===== src/rtl/mbus_tx_arbiter_pkg.sv =====
// Shared definitions for the MBus TX arbiter: MBus field widths and FSM state encoding.
// The field widths mirror mbus_def.v and are only defined here when not already provided.
`ifndef ADDR_WIDTH
`define ADDR_WIDTH 32
`endif
`ifndef DATA_WIDTH
`define DATA_WIDTH 32
`endif

package mbus_tx_arbiter_pkg;

    typedef enum logic [2:0] {
        IDLE        = 3'd0,
        XFER        = 3'd1,
        ACK_LOW     = 3'd2,
        WAIT_NEXT   = 3'd3,
        WAIT_RESULT = 3'd4,
        RESP        = 3'd5
    } tx_state_e;

    localparam int ADDR_W = `ADDR_WIDTH;
    localparam int DATA_W = `DATA_WIDTH;

endpackage


===== src/rtl/mbus_rr_pick.sv =====
// Combinational round-robin picker: first set request bit after ptr, wrapping around.
module mbus_rr_pick #(
    parameter int NUM_REQ = 4,
    parameter int IDX_W   = 2
) (
    input  logic [NUM_REQ-1:0] req,
    input  logic [IDX_W-1:0]   ptr,
    output logic               valid,
    output logic [IDX_W-1:0]   idx
);

    // Scan from farthest to nearest so the closest requester after ptr is the last write.
    always_comb begin
        valid = 1'b0;
        idx   = '0;
        for (int i = NUM_REQ; i >= 1; i--) begin
            if (req[(int'(ptr) + i) % NUM_REQ]) begin
                valid = 1'b1;
                idx   = IDX_W'((int'(ptr) + i) % NUM_REQ);
            end
        end
    end

endmodule


===== src/rtl/mbus_tx_arbiter.sv =====
// Round-robin arbiter sharing one MBus TX port between NUM_REQ clients, grant held per message.
// Optional MBUS_TX_ARB_PRIO_EN restricts arbitration to prioritised requesters when any exist.
module mbus_tx_arbiter
    import mbus_tx_arbiter_pkg::*;
#(
    parameter int NUM_REQ = 4,
    parameter int IDX_W   = $clog2(NUM_REQ)
) (
    input  logic                      CLKIN,
    input  logic                      RESET,
    input  logic [NUM_REQ-1:0]        REQ_TX_REQ,
    input  logic [NUM_REQ*ADDR_W-1:0] REQ_TX_ADDR,
    input  logic [NUM_REQ*DATA_W-1:0] REQ_TX_DATA,
    input  logic [NUM_REQ-1:0]        REQ_TX_PEND,
    input  logic [NUM_REQ-1:0]        REQ_PRIORITY,
    output logic [NUM_REQ-1:0]        REQ_TX_ACK,
    output logic [NUM_REQ-1:0]        REQ_DONE,
    output logic                      REQ_FAIL,
    output logic [ADDR_W-1:0]         TX_ADDR,
    output logic [DATA_W-1:0]         TX_DATA,
    output logic                      TX_REQ,
    output logic                      TX_PEND,
    output logic                      PRIORITY,
    input  logic                      TX_ACK,
    input  logic                      TX_SUCC,
    input  logic                      TX_FAIL,
    output logic                      TX_RESP_ACK
);

    tx_state_e          state;
    logic [IDX_W-1:0]   grant;
    logic [IDX_W-1:0]   rr_ptr;
    logic               fail;

    logic [NUM_REQ-1:0] cand_req;
    logic               pick_valid;
    logic [IDX_W-1:0]   pick_idx;
    logic [IDX_W-1:0]   sel_idx;
    logic [ADDR_W-1:0]  sel_addr;
    logic [DATA_W-1:0]  sel_data;

    always_comb begin
`ifdef MBUS_TX_ARB_PRIO_EN
        cand_req = ((REQ_TX_REQ & REQ_PRIORITY) != '0) ? (REQ_TX_REQ & REQ_PRIORITY) : REQ_TX_REQ;
`else
        cand_req = REQ_TX_REQ;
`endif
    end

    mbus_rr_pick #(
        .NUM_REQ (NUM_REQ),
        .IDX_W   (IDX_W)
    ) u_pick (
        .req   (cand_req),
        .ptr   (rr_ptr),
        .valid (pick_valid),
        .idx   (pick_idx)
    );

    // Fields come from the new winner in IDLE, otherwise from the locked grant.
    assign sel_idx  = (state == IDLE) ? pick_idx : grant;
    assign sel_addr = REQ_TX_ADDR[int'(sel_idx)*ADDR_W +: ADDR_W];
    assign sel_data = REQ_TX_DATA[int'(sel_idx)*DATA_W +: DATA_W];

    always_ff @(posedge CLKIN or posedge RESET) begin
        if (RESET) begin
            state       <= IDLE;
            grant       <= '0;
            rr_ptr      <= IDX_W'(NUM_REQ - 1);
            fail        <= 1'b0;
            REQ_TX_ACK  <= '0;
            REQ_DONE    <= '0;
            REQ_FAIL    <= 1'b0;
            TX_ADDR     <= '0;
            TX_DATA     <= '0;
            TX_REQ      <= 1'b0;
            TX_PEND     <= 1'b0;
            PRIORITY    <= 1'b0;
            TX_RESP_ACK <= 1'b0;
        end else begin
            REQ_DONE <= '0;
            // An abort from the wrapper ends the message wherever it is in transfer.
            if (TX_FAIL && (state == XFER || state == ACK_LOW || state == WAIT_NEXT)) begin
                TX_REQ      <= 1'b0;
                REQ_TX_ACK  <= '0;
                fail        <= 1'b1;
                TX_RESP_ACK <= 1'b1;
                state       <= RESP;
            end else begin
                case (state)
                    IDLE: begin
                        if (pick_valid) begin
                            grant    <= pick_idx;
                            TX_ADDR  <= sel_addr;
                            TX_DATA  <= sel_data;
                            TX_PEND  <= REQ_TX_PEND[sel_idx];
                            PRIORITY <= REQ_PRIORITY[sel_idx];
                            TX_REQ   <= 1'b1;
                            state    <= XFER;
                        end
                    end
                    XFER: begin
                        if (TX_ACK) begin
                            REQ_TX_ACK <= {{(NUM_REQ-1){1'b0}}, 1'b1} << grant;
                            TX_REQ     <= 1'b0;
                            state      <= ACK_LOW;
                        end
                    end
                    ACK_LOW: begin
                        if (!TX_ACK && !REQ_TX_REQ[grant]) begin
                            REQ_TX_ACK <= '0;
                            state      <= TX_PEND ? WAIT_NEXT : WAIT_RESULT;
                        end
                    end
                    WAIT_NEXT: begin
                        if (REQ_TX_REQ[grant]) begin
                            TX_ADDR  <= sel_addr;
                            TX_DATA  <= sel_data;
                            TX_PEND  <= REQ_TX_PEND[sel_idx];
                            PRIORITY <= REQ_PRIORITY[sel_idx];
                            TX_REQ   <= 1'b1;
                            state    <= XFER;
                        end
                    end
                    WAIT_RESULT: begin
                        if (TX_SUCC || TX_FAIL) begin
                            fail        <= TX_FAIL;
                            TX_RESP_ACK <= 1'b1;
                            state       <= RESP;
                        end
                    end
                    RESP: begin
                        if (!TX_SUCC && !TX_FAIL) begin
                            TX_RESP_ACK <= 1'b0;
                            REQ_DONE    <= {{(NUM_REQ-1){1'b0}}, 1'b1} << grant;
                            REQ_FAIL    <= fail;
                            rr_ptr      <= grant;
                            state       <= IDLE;
                        end
                    end
                    default: state <= IDLE;
                endcase
            end
        end
    end

endmodule


===== config.mk =====
export PLATFORM = sky130hd
export DESIGN_NAME = mbus_tx_arbiter
export DESIGN_NICKNAME = d
export VERILOG_FILES = /design/src/rtl/mbus_tx_arbiter_pkg.sv /design/src/rtl/mbus_rr_pick.sv /design/src/rtl/mbus_tx_arbiter.sv
export SDC_FILE = /design/constraint.sdc
export NUM_CORES = 1
export LEC_CHECK = 0
export CAP_MARGIN = 30
export CORE_MARGIN = 10
export CORE_UTILIZATION = 41
export DETAILED_ROUTE_END_ITERATION = 10
export PLACE_DENSITY = 0.88
export SLEW_MARGIN = 20
export SYNTH_ARGS = -nofsm -noshare
export SYNTH_HDL_FRONTEND = slang
export SYNTH_HIERARCHICAL = 1
export SYNTH_SLANG_ARGS = --single-unit

===== constraint.sdc =====
create_clock -name CLKIN -period 6.2 [get_ports CLKIN]
set_clock_uncertainty 0.15 [all_clocks]
set_input_delay 1.24 -clock CLKIN [delete_from_list [all_inputs] [get_ports CLKIN]]
set_output_delay 1.24 -clock CLKIN [all_outputs]
set_load 0.005 [all_outputs]

### Word level (Yosys, flattened, before mapping)

Cells that the tools add are included.

* $add $sub $neg: 4
* magnitude comparators: 6
* eq/ne operators: 13
* shift-type cells: 3
* mux-type cells: 67
* bitwise logic cells: 5
* reductions and logical operators: 29

Operators with widths (number)
* indexed part select 128 x 8 -> 32 bit: 2
* 2-to-1 mux 32 bit: 4
* case mux 32 bit (2 select lines): 2
* 2-to-1 mux 1 bit: 29
* 2-to-1 mux 3 bit: 8
* 2-to-1 mux 4 bit: 6
* case mux 3 bit (6 select lines): 1
* less-than comparator 3 x 4 -> 1 bit (second input constant): 4
* binary-select mux 1 bit (select 2 bit): 7
* AND reduction 3 bit: 4
* 2-to-1 mux 2 bit: 5
* case mux 4 bit (2 select lines): 1
* AND reduction 4 bit: 2
* OR reduction 2 bit: 4
* == test 3 x 2 -> 1 bit (second input constant): 2
* == test 3 bit (second input constant): 2
* less-than comparator 2 x 3 -> 1 bit (second input constant): 2
* inequality test 3 x 1 -> 1 bit (second input constant): 2
* inequality test 3 x 2 -> 1 bit (second input constant): 2
* inequality test 3 bit (second input constant): 2
* case mux 1 bit (2 select lines): 3
* AND reduction 6 bit: 1
* nonzero test 2 bit: 3
* nonzero test 3 bit: 2
* other kinds (15): 27

* register bits: 85
* bits of input ports: 273
* word-level logic and storage cells: 140

### Depth between registers and ports, before layout

Gate-level depths: netlist of the first run.

* depth after elaboration: 15
* depth in mapped cells: 10
* gate-level depth less buffers: 7

### Modules after synthesis

Netlist of the first run, hierarchy kept.

By module, submodules not included
* mbus_tx_arbiter: times used 1, cells each 655, area an instance 5748.0 um^2
* mbus_rr_pick: times used 1, cells each 14, area an instance 91.3 um^2

### Worst setup path after synthesis of the first run

No wires, ideal clock.

* path type: input to register
* from: in REQ_TX_REQ[0]
* to: reg TX_DATA[10]
* data arrival time: 2.870 ns
* data required time: 5.915 ns
* path slack: 3.046 ns
* stages on the path: 10
* cells stage by stage: a21oi_1 a31oi_1 a21oi_1 or4b_1 clkbuf_1 clkbuf_1 clkbuf_1 and3_1 a211oi_1 o31ai_1

* word-level cells in the longest chain between the ends: 11
* elaborated cells between the ends (all ways): 30
* classes of those cells: eq/ne (2); shift (1); mux (26); reduce/logical (1)

RTL lines
* start: declaration: line mbus_tx_arbiter.sv:11 `input logic [NUM_REQ-1:0] REQ_TX_REQ,`
* binary-select mux 1 bit (select 2 bit): line mbus_rr_pick.sv:17 `if (req[(int'(ptr) + i) % NUM_REQ]) begin`
* 2-to-1 mux 1 bit (implied by the code) (2 in a row): line mbus_rr_pick.sv:17
* 2-to-1 mux 2 bit (3 in a row): line mbus_rr_pick.sv:17
* 2-to-1 mux 2 bit (*): line mbus_rr_pick.sv:17
* via pick_idx[1]: line mbus_tx_arbiter.sv:37 `logic [IDX_W-1:0] pick_idx;`
* 2-to-1 mux 2 bit (*): line mbus_tx_arbiter.sv:61 `assign sel_idx = (state == IDLE) ? pick_idx : grant;`
* indexed part select 128 x 8 -> 32 bit (*): line mbus_tx_arbiter.sv:63 `assign sel_data = REQ_TX_DATA[int'(sel_idx)*DATA_W +: DATA_W];`
* 2-to-1 mux 32 bit, on equally long branches: line mbus_tx_arbiter.sv:116, mbus_tx_arbiter.sv:92
* case mux 32 bit (2 select lines) (*): line mbus_tx_arbiter.sv:90 `case (state)`
* end signal: assignment: line mbus_tx_arbiter.sv:95 `TX_DATA <= sel_data;`
* end signal: assignment: line mbus_tx_arbiter.sv:118 `TX_DATA <= sel_data;`
* end: declaration: line mbus_tx_arbiter.sv:20 `output logic [DATA_W-1:0] TX_DATA,`

The timed path passes the listed nets; every way through them passes the cells marked *. The select of a mux whose other input is x is not followed.
A chain may end at the register's enable or synchronous reset.

### Final worst setup path of the first run

* from: in REQ_TX_REQ[1]
* to: reg TX_ADDR[26]

* word-level cells in the longest chain between the ends: 11
* elaborated cells between the ends (all ways): 30
* classes of those cells: eq/ne (2); shift (1); mux (26); reduce/logical (1)

RTL lines
* binary-select mux 1 bit (select 2 bit): line mbus_rr_pick.sv:17
* 2-to-1 mux 1 bit (implied by the code) (2 in a row): line mbus_rr_pick.sv:17
* 2-to-1 mux 2 bit (3 in a row): line mbus_rr_pick.sv:17
* 2-to-1 mux 2 bit (*): line mbus_rr_pick.sv:17
* via pick_idx[1]: line mbus_tx_arbiter.sv:37
* 2-to-1 mux 2 bit (*): line mbus_tx_arbiter.sv:61
* indexed part select 128 x 8 -> 32 bit (*): line mbus_tx_arbiter.sv:62 `assign sel_addr = REQ_TX_ADDR[int'(sel_idx)*ADDR_W +: ADDR_W];`
* 2-to-1 mux 32 bit, on equally long branches: line mbus_tx_arbiter.sv:116, mbus_tx_arbiter.sv:92
* case mux 32 bit (2 select lines) (*): line mbus_tx_arbiter.sv:90
* end signal: assignment: line mbus_tx_arbiter.sv:94 `TX_ADDR <= sel_addr;`
* end signal: assignment: line mbus_tx_arbiter.sv:117 `TX_ADDR <= sel_addr;`
* end: declaration: line mbus_tx_arbiter.sv:19 `output logic [ADDR_W-1:0] TX_ADDR,`

Marks and branches as above.

==> results.tsv, run 1 <==
metric	value	unit
layout cells sized above 1	0.0524	
post_cts resized	0	
synthesized cell area	5840	sq um
Ports	350	
RSZ-0062 raised after global routing	false	
post-detailed-route count of antenna-violating nets	0	
global placer's final weighted congestion	0.898	
die area	19400	sq um
row count	43	
global-route wire length before repair	41500	microns
critical path startpoint category	primary input	
post-synthesis sequential element count	85	
fin crit period	4330	ps
cell count after placement	1118	
status	completed	
aggregate global-route resource usage	0.266	
Hold-fix buffers, CTS	0	
worst path required time	6300	ps
area grow syn2layout	66.0	%
Tcrit/Tclk final	0.698	
Cell Pwr Density	433	nW/um^2
Worst-Skew Late Latency	350	ps
post-synthesis xor/xnor area fraction	0	
largest net degree at the start of global routing	133	
Synth Instances	669	
Longest Clk Path Bufs	2	
post-synthesis net count	942	
Crit Path Max Fanout	74	
worst hold slack	350	ps
unique cell type count in the Yosys netlist	50	
capturing element type of the critical path	flip-flop	
Inserted Clock Buffers	9	
gr busiest metal	met2	
Max Clock Freq	231	MHz
DR pass1 iterations	5	
total core area	13900	sq um
leakage dissipation	3.88	nW
Max Slew Vio Count	0	
CTS sink cnt	85	
Clock transition at path regs	70	ps
number of global-route vias before repair	7021	
async set-or-reset flop fraction in the synthesized netlist	1.00	
final non-filler cell total	1138	
global-route met3 utilization	0.0779	
# DRC	0	
commonest non-fill, non-tap cell in the layout	clkdlybuf4s50_1	
critical path data arrival time	4430	ps
Worst-Margin Slew	917	ps
Post-layout nets	1223	
Die Y	139	microns
Vias per Instance	6.07	
mux share of post-synthesis cell area	0.0317	
final instance area	9690	sq um
post-synthesis simple-gate area fraction	0.186	
Setup violations, final	0	
final hold viol count	0	
M2 GR Usage	0.452	
worst vdd ir	0.279	mV
setup TNS	0	ps
via count	6902	
H-tree levels	3	
WL/cell	24.0	microns
remaining global-route overflow	0	
total number of yosys warnings	6	
placed cell areas	9340	sq um
commonest non-fill, non-tap cells in the layout	clkdlybuf4s50_1 (349), a211oi_1 (133), and3_1 (132), dfrtp_1 (82), o21ai_0 (70)	
Die X	139	microns
Post-Synth Adder-Cell Area	0	
initial antenna violation count	3	
synthesized area per cell	8.73	sq um
CTS tree	done	
grt met1 use	0.293	
CTS root buffer	clkbuf_16	
hpwl dp	19500	microns
EDFF count, synth	0	
Worst Hold Class	flip-flop to flip-flop	
Worst Setup Path Type	primary input to flip-flop	
Initial Util	0.419	
PortBufs	349	
Slew headroom	0.389	
ys flop type	dfrtp_1	
Synth Area in Compound Gates	0.351	
register area share after synthesis	0.365	
iteration-0 DRC count of the detailed router	771	
largest family of logic cells by synthesized area	compound AO/OA/AOI/OAI gates	
max_cap viols	0	
WL final	27300	microns
setup repair bufs after CTS	0	
## where the power goes
group	internal (mW)	switching, mW	total [mW]
Clock	0.355	0.249	0.604
Sequential	0.810	0.173	0.982
Combinational	1.21	1.39	2.61
## registers in the layout, indices dropped and copies added (netlist names)
| signal | count |
|---|---|
| TX_REQ | 1 |
| REQ_FAIL | 1 |
| TX_RESP_ACK | 1 |
| REQ_DONE | 4 |
| TX_PEND | 1 |
| TX_ADDR | 32 |
| fail | 1 |
| REQ_TX_ACK | 4 |
| state | 3 |
| grant | 2 |
| rr_ptr | 2 |
| PRIORITY | 1 |
| TX_DATA | 32 |
## synth_stat cells (all sizes together), types with 2 or more instances
master | n | area, sq um
inv | 6 | 22.5
a211oi | 133 | 998
nor2 | 12 | 45.0
dfrtp | 83 | 2080
mux2 | 9 | 113
nor2b | 3 | 18.8
and3 | 132 | 826
o21a | 2 | 15.0
clkbuf | 67 | 251
nand2 | 6 | 22.5
nor3b | 5 | 37.5
nand2b | 6 | 37.5
buf | 22 | 114
o22ai | 2 | 12.5
o31ai | 67 | 508
o21ai | 70 | 350
a21oi | 7 | 38.8
or2 | 2 | 12.5
dfstp | 2 | 52.6
mux2i | 5 | 50.1
nor3 | 4 | 20.0
## through the flow
step	total power, mW	worst slack (ps)	util
finish	4.19	1870	0.695
global route	4.47	1610	0.695
CTS	4.18	1880	0.693
detailed placement	3.55	1540	0.670
global placement	3.49	1310	0.669
floorplan	2.49	2620	-
## per-layer routing
metal  wire, microns  vias up  share of wire
met5               0        -              0
met4            1130        0          0.041
met3            2290       69          0.084
met2           13700      360           0.50
met1           10200     3277           0.37
li1                -     3196              -
## worst max-delay path, stage by stage
cell and delay (ps):
clkdlybuf4s50_1 500, a21oi_1 150, a31oi_1 60, a21oi_1 170
or4b_4 800, nand2_4 710, buf_12 340, a211oi_1 130
o31ai_1 290
## kinds of logic (layout without fill, tap and decap cells)
kind of cell / after synthesis / after routing
other cells: 0 / 3
simple gates: 179 / 179
mux: 15 / 15
compound gates: 295 / 295
flops: 85 / 85
buf+inv: 95 / 381
## cell type report
| cell class | count | area, sq um |
|---|---|---|
| antenna | 3 | 7.51 |
| inverter | 6 | 23.8 |
| multi-input combinational | 489 | 3370 |
| timing repair buffer | 359 | 3610 |
| fill | 1094 | 4240 |
| clock buffer | 9 | 225 |
| sequential | 85 | 2130 |
| clock inverter | 7 | 98.8 |
| tap | 180 | 225 |
## path summary, 6_finish.rpt
check | start | to | slack, ps | cells past startpoint
max | REQ_TX_REQ[1] | TX_ADDR[26]$_DFFE_PP0P_ | 1870 | 9
min | TX_RESP_ACK$_DFFE_PP0P_ | TX_RESP_ACK$_DFFE_PP0P_ | 350 | 1
max reg2reg | state[2]$_DFFE_PP0P_ | TX_ADDR[11]$_DFFE_PP0P_ | 2660 | 6
min reg2reg | TX_RESP_ACK$_DFFE_PP0P_ | TX_RESP_ACK$_DFFE_PP0P_ | 350 | 1
max in group asynchronous | RESET | state[2]$_DFFE_PP0P_ | 3620 | 3
min in group asynchronous | RESET | TX_RESP_ACK$_DFFE_PP0P_ | 1070 | 2
Power figures use the tool's default switching activity.
==> run 2: changes to the inputs <==
--- a/config.mk
+++ b/config.mk
@@ -7,9 +7,9 @@
 export LEC_CHECK = 0
 export CAP_MARGIN = 30
 export CORE_MARGIN = 10
-export CORE_UTILIZATION = 41
+export CORE_UTILIZATION = 38
 export DETAILED_ROUTE_END_ITERATION = 10
-export PLACE_DENSITY = 0.88
+export PLACE_DENSITY = 0.82
 export SLEW_MARGIN = 20
 export SYNTH_ARGS = -nofsm -noshare
 export SYNTH_HDL_FRONTEND = slang
==> constraint.sdc (replaced) <==
create_clock -name CLKIN -period 4.2 [get_ports CLKIN]
set_clock_uncertainty 0.15 [all_clocks]
set_input_delay 0.84 -clock CLKIN [delete_from_list [all_inputs] [get_ports CLKIN]]
set_output_delay 0.84 -clock CLKIN [all_outputs]
set_load 0.005 [all_outputs]
==> run 2 against run 1 <==
Against the previous run:
- core utilization shrank 5.1 points
- cell count grew 0.88%
- sequential share of layout area shrank 0.17 points
- via count shrank 2.5%
- combinational power grew 47%
- largest power group unchanged
- wire length shrank 2.2%
- critical path depth shrank 1
==> results.tsv, run 2 (synthesis gave the netlist of run 1 again) <==
metric	value	unit
status	completed	
Worst-Margin Slew	766	ps
iteration-0 DRC count of the detailed router	542	
layout cells sized above 1	0.0573	
max_cap viols	0	
diode count	0	
final hold viol count	0	
worst path required time	4290	ps
CTS tree	done	
WL final	26700	microns
M1 WL	10200	microns
critical path's slowest cell	mux2_2	
Worst-Skew Late Latency	340	ps
worst vdd ir	0.500	mV
Initial Util	0.386	
setup TNS	0	ps
Inserted Clock Buffers	9	
post_cts resized	0	
capturing element type of the critical path	flip-flop	
commonest non-fill, non-tap cells in the layout	clkdlybuf4s50_1 (349), a211oi_1 (133), and3_1 (132), dfrtp_1 (82), o21ai_0 (70)	
critical-path cell list	clkdlybuf4s50_1 > and2b_1 > a21oi_2 > o221ai_2 > mux2_2 > buf_4 > a211oi_1 > o31ai_1	
number of global-route vias before repair	6893	
hpwl dp	19300	microns
Total Power	6.32	mW
fin crit period	3390	ps
largest net degree at the start of global routing	100	
Setup violations, final	0	
Max Clock Freq	295	MHz
aggregate global-route resource usage	0.245	
Worst Setup Path Type	primary input to flip-flop	
die area	20700	sq um
via count	6729	
Hold-fix buffers, CTS	0	
global placer's final weighted congestion	0.868	
# DRC	0	
Crit Path Max Fanout	34	
Clock transition at path regs	70	ps
total core area	15100	sq um
area grow syn2layout	67.2	%
global-route wire length before repair	39800	microns
post-route core utilization	0.645	
Ports	350	
DR pass1 iterations	6	
Slew headroom	0.490	
highest routed layer	met5	
RSZ-0062 raised after global routing	false	
row count	45	
Max Slew Vio Count	0	
setup repair bufs after CTS	0	
Die X	144	microns
Longest Clk Path Bufs	2	
commonest non-fill, non-tap cell in the layout	clkdlybuf4s50_1	
WL/cell	23.3	microns
Tcrit/Tclk final	0.808	
Die Y	144	microns
critical path startpoint category	primary input	
Critical Path Max Stage Delay	730	ps
initial antenna violation count	2	
post-detailed-route count of antenna-violating nets	0	
CTS sink cnt	85	
critical path data arrival time	3480	ps
Post-layout nets	1228	
PortBufs	349	
worst hold slack	359	ps
remaining global-route overflow	0	
Routed met2 length	13300	microns
leakage dissipation	3.92	nW
Cell Pwr Density	647	nW/um^2
Largest regs	TX_ADDR (32), TX_DATA (32)	
met3 wire len	2440	microns
CTS root buffer	clkbuf_16	
Worst Hold Class	flip-flop to flip-flop	
Vias per Instance	5.86	
H-tree levels	3	
[run 2: cell count changes in the layout (fill, tap and decap cells not counted)]
cell,previous run,this run
buf_4,7,13
clkinv_2,2,1
diode_2,3,0
clkinv_4,2,0
inv_6,1,2
bufinv_16,2,4
buf_12,3,2
[run 2: final timing paths]
kind                                               from                      end  slack (ps)  cells after the start
worst max-delay path                      REQ_TX_REQ[3]  TX_ADDR[30]$_DFFE_PP0P_         810                      8
worst min-delay path            TX_DATA[13]$_DFFE_PP0P_  TX_DATA[13]$_DFFE_PP0P_         360                      2
worst max register to register    rr_ptr[1]$_DFFE_PP1P_  TX_ADDR[30]$_DFFE_PP0P_        1260                      7
worst min register to register  TX_DATA[13]$_DFFE_PP0P_  TX_DATA[13]$_DFFE_PP0P_         360                      2
max in group asynchronous                         RESET    rr_ptr[1]$_DFFE_PP1P_        2370                      3
min in group asynchronous                         RESET   TX_DATA[9]$_DFFE_PP0P_         780                      2
[run 2: final cells by class]
cell class	instances	area, sq um
clock inverters	7	145
fillers	1307	5380
flip-flops and latches	85	2130
well taps	188	235
multi-input cells	489	3370
repair buffers	364	3630
inverters	6	23.8
clock buffers	9	225
[run 2: per-layer routing]
layer,vias up,GRT usage
li1,3197,-
met1,3167,0.283
met2,315,0.409
met3,48,0.0785
met4,2,0.104
met5,-,0
[run 2: critical path, delay by kind of cell]
kind	cells	cell delay, ps
AOI/OAI and AO/OA	4	640
muxes	1	730
buffers and inverters	2	1040
and+or+nand+nor	1	180
[run 2: where the power goes]
part	total, mW	internal (mW)	switching (mW)
registers	1.47	1.19	0.276
clock network	1.02	0.647	0.369
logic	3.84	1.79	2.04
[run 2: through the flow]
step / instances / setup WS [ps] / cell area [sq um]
after floorplan: 669 / 1020 / 5840
after global placement: 1132 / 570 / 9390
after detailed placement: 1132 / 439 / 9390
after CTS: 1148 / 803 / 9760
after global routing: 1148 / 624 / 9760
final: 1148 / 807 / 9760
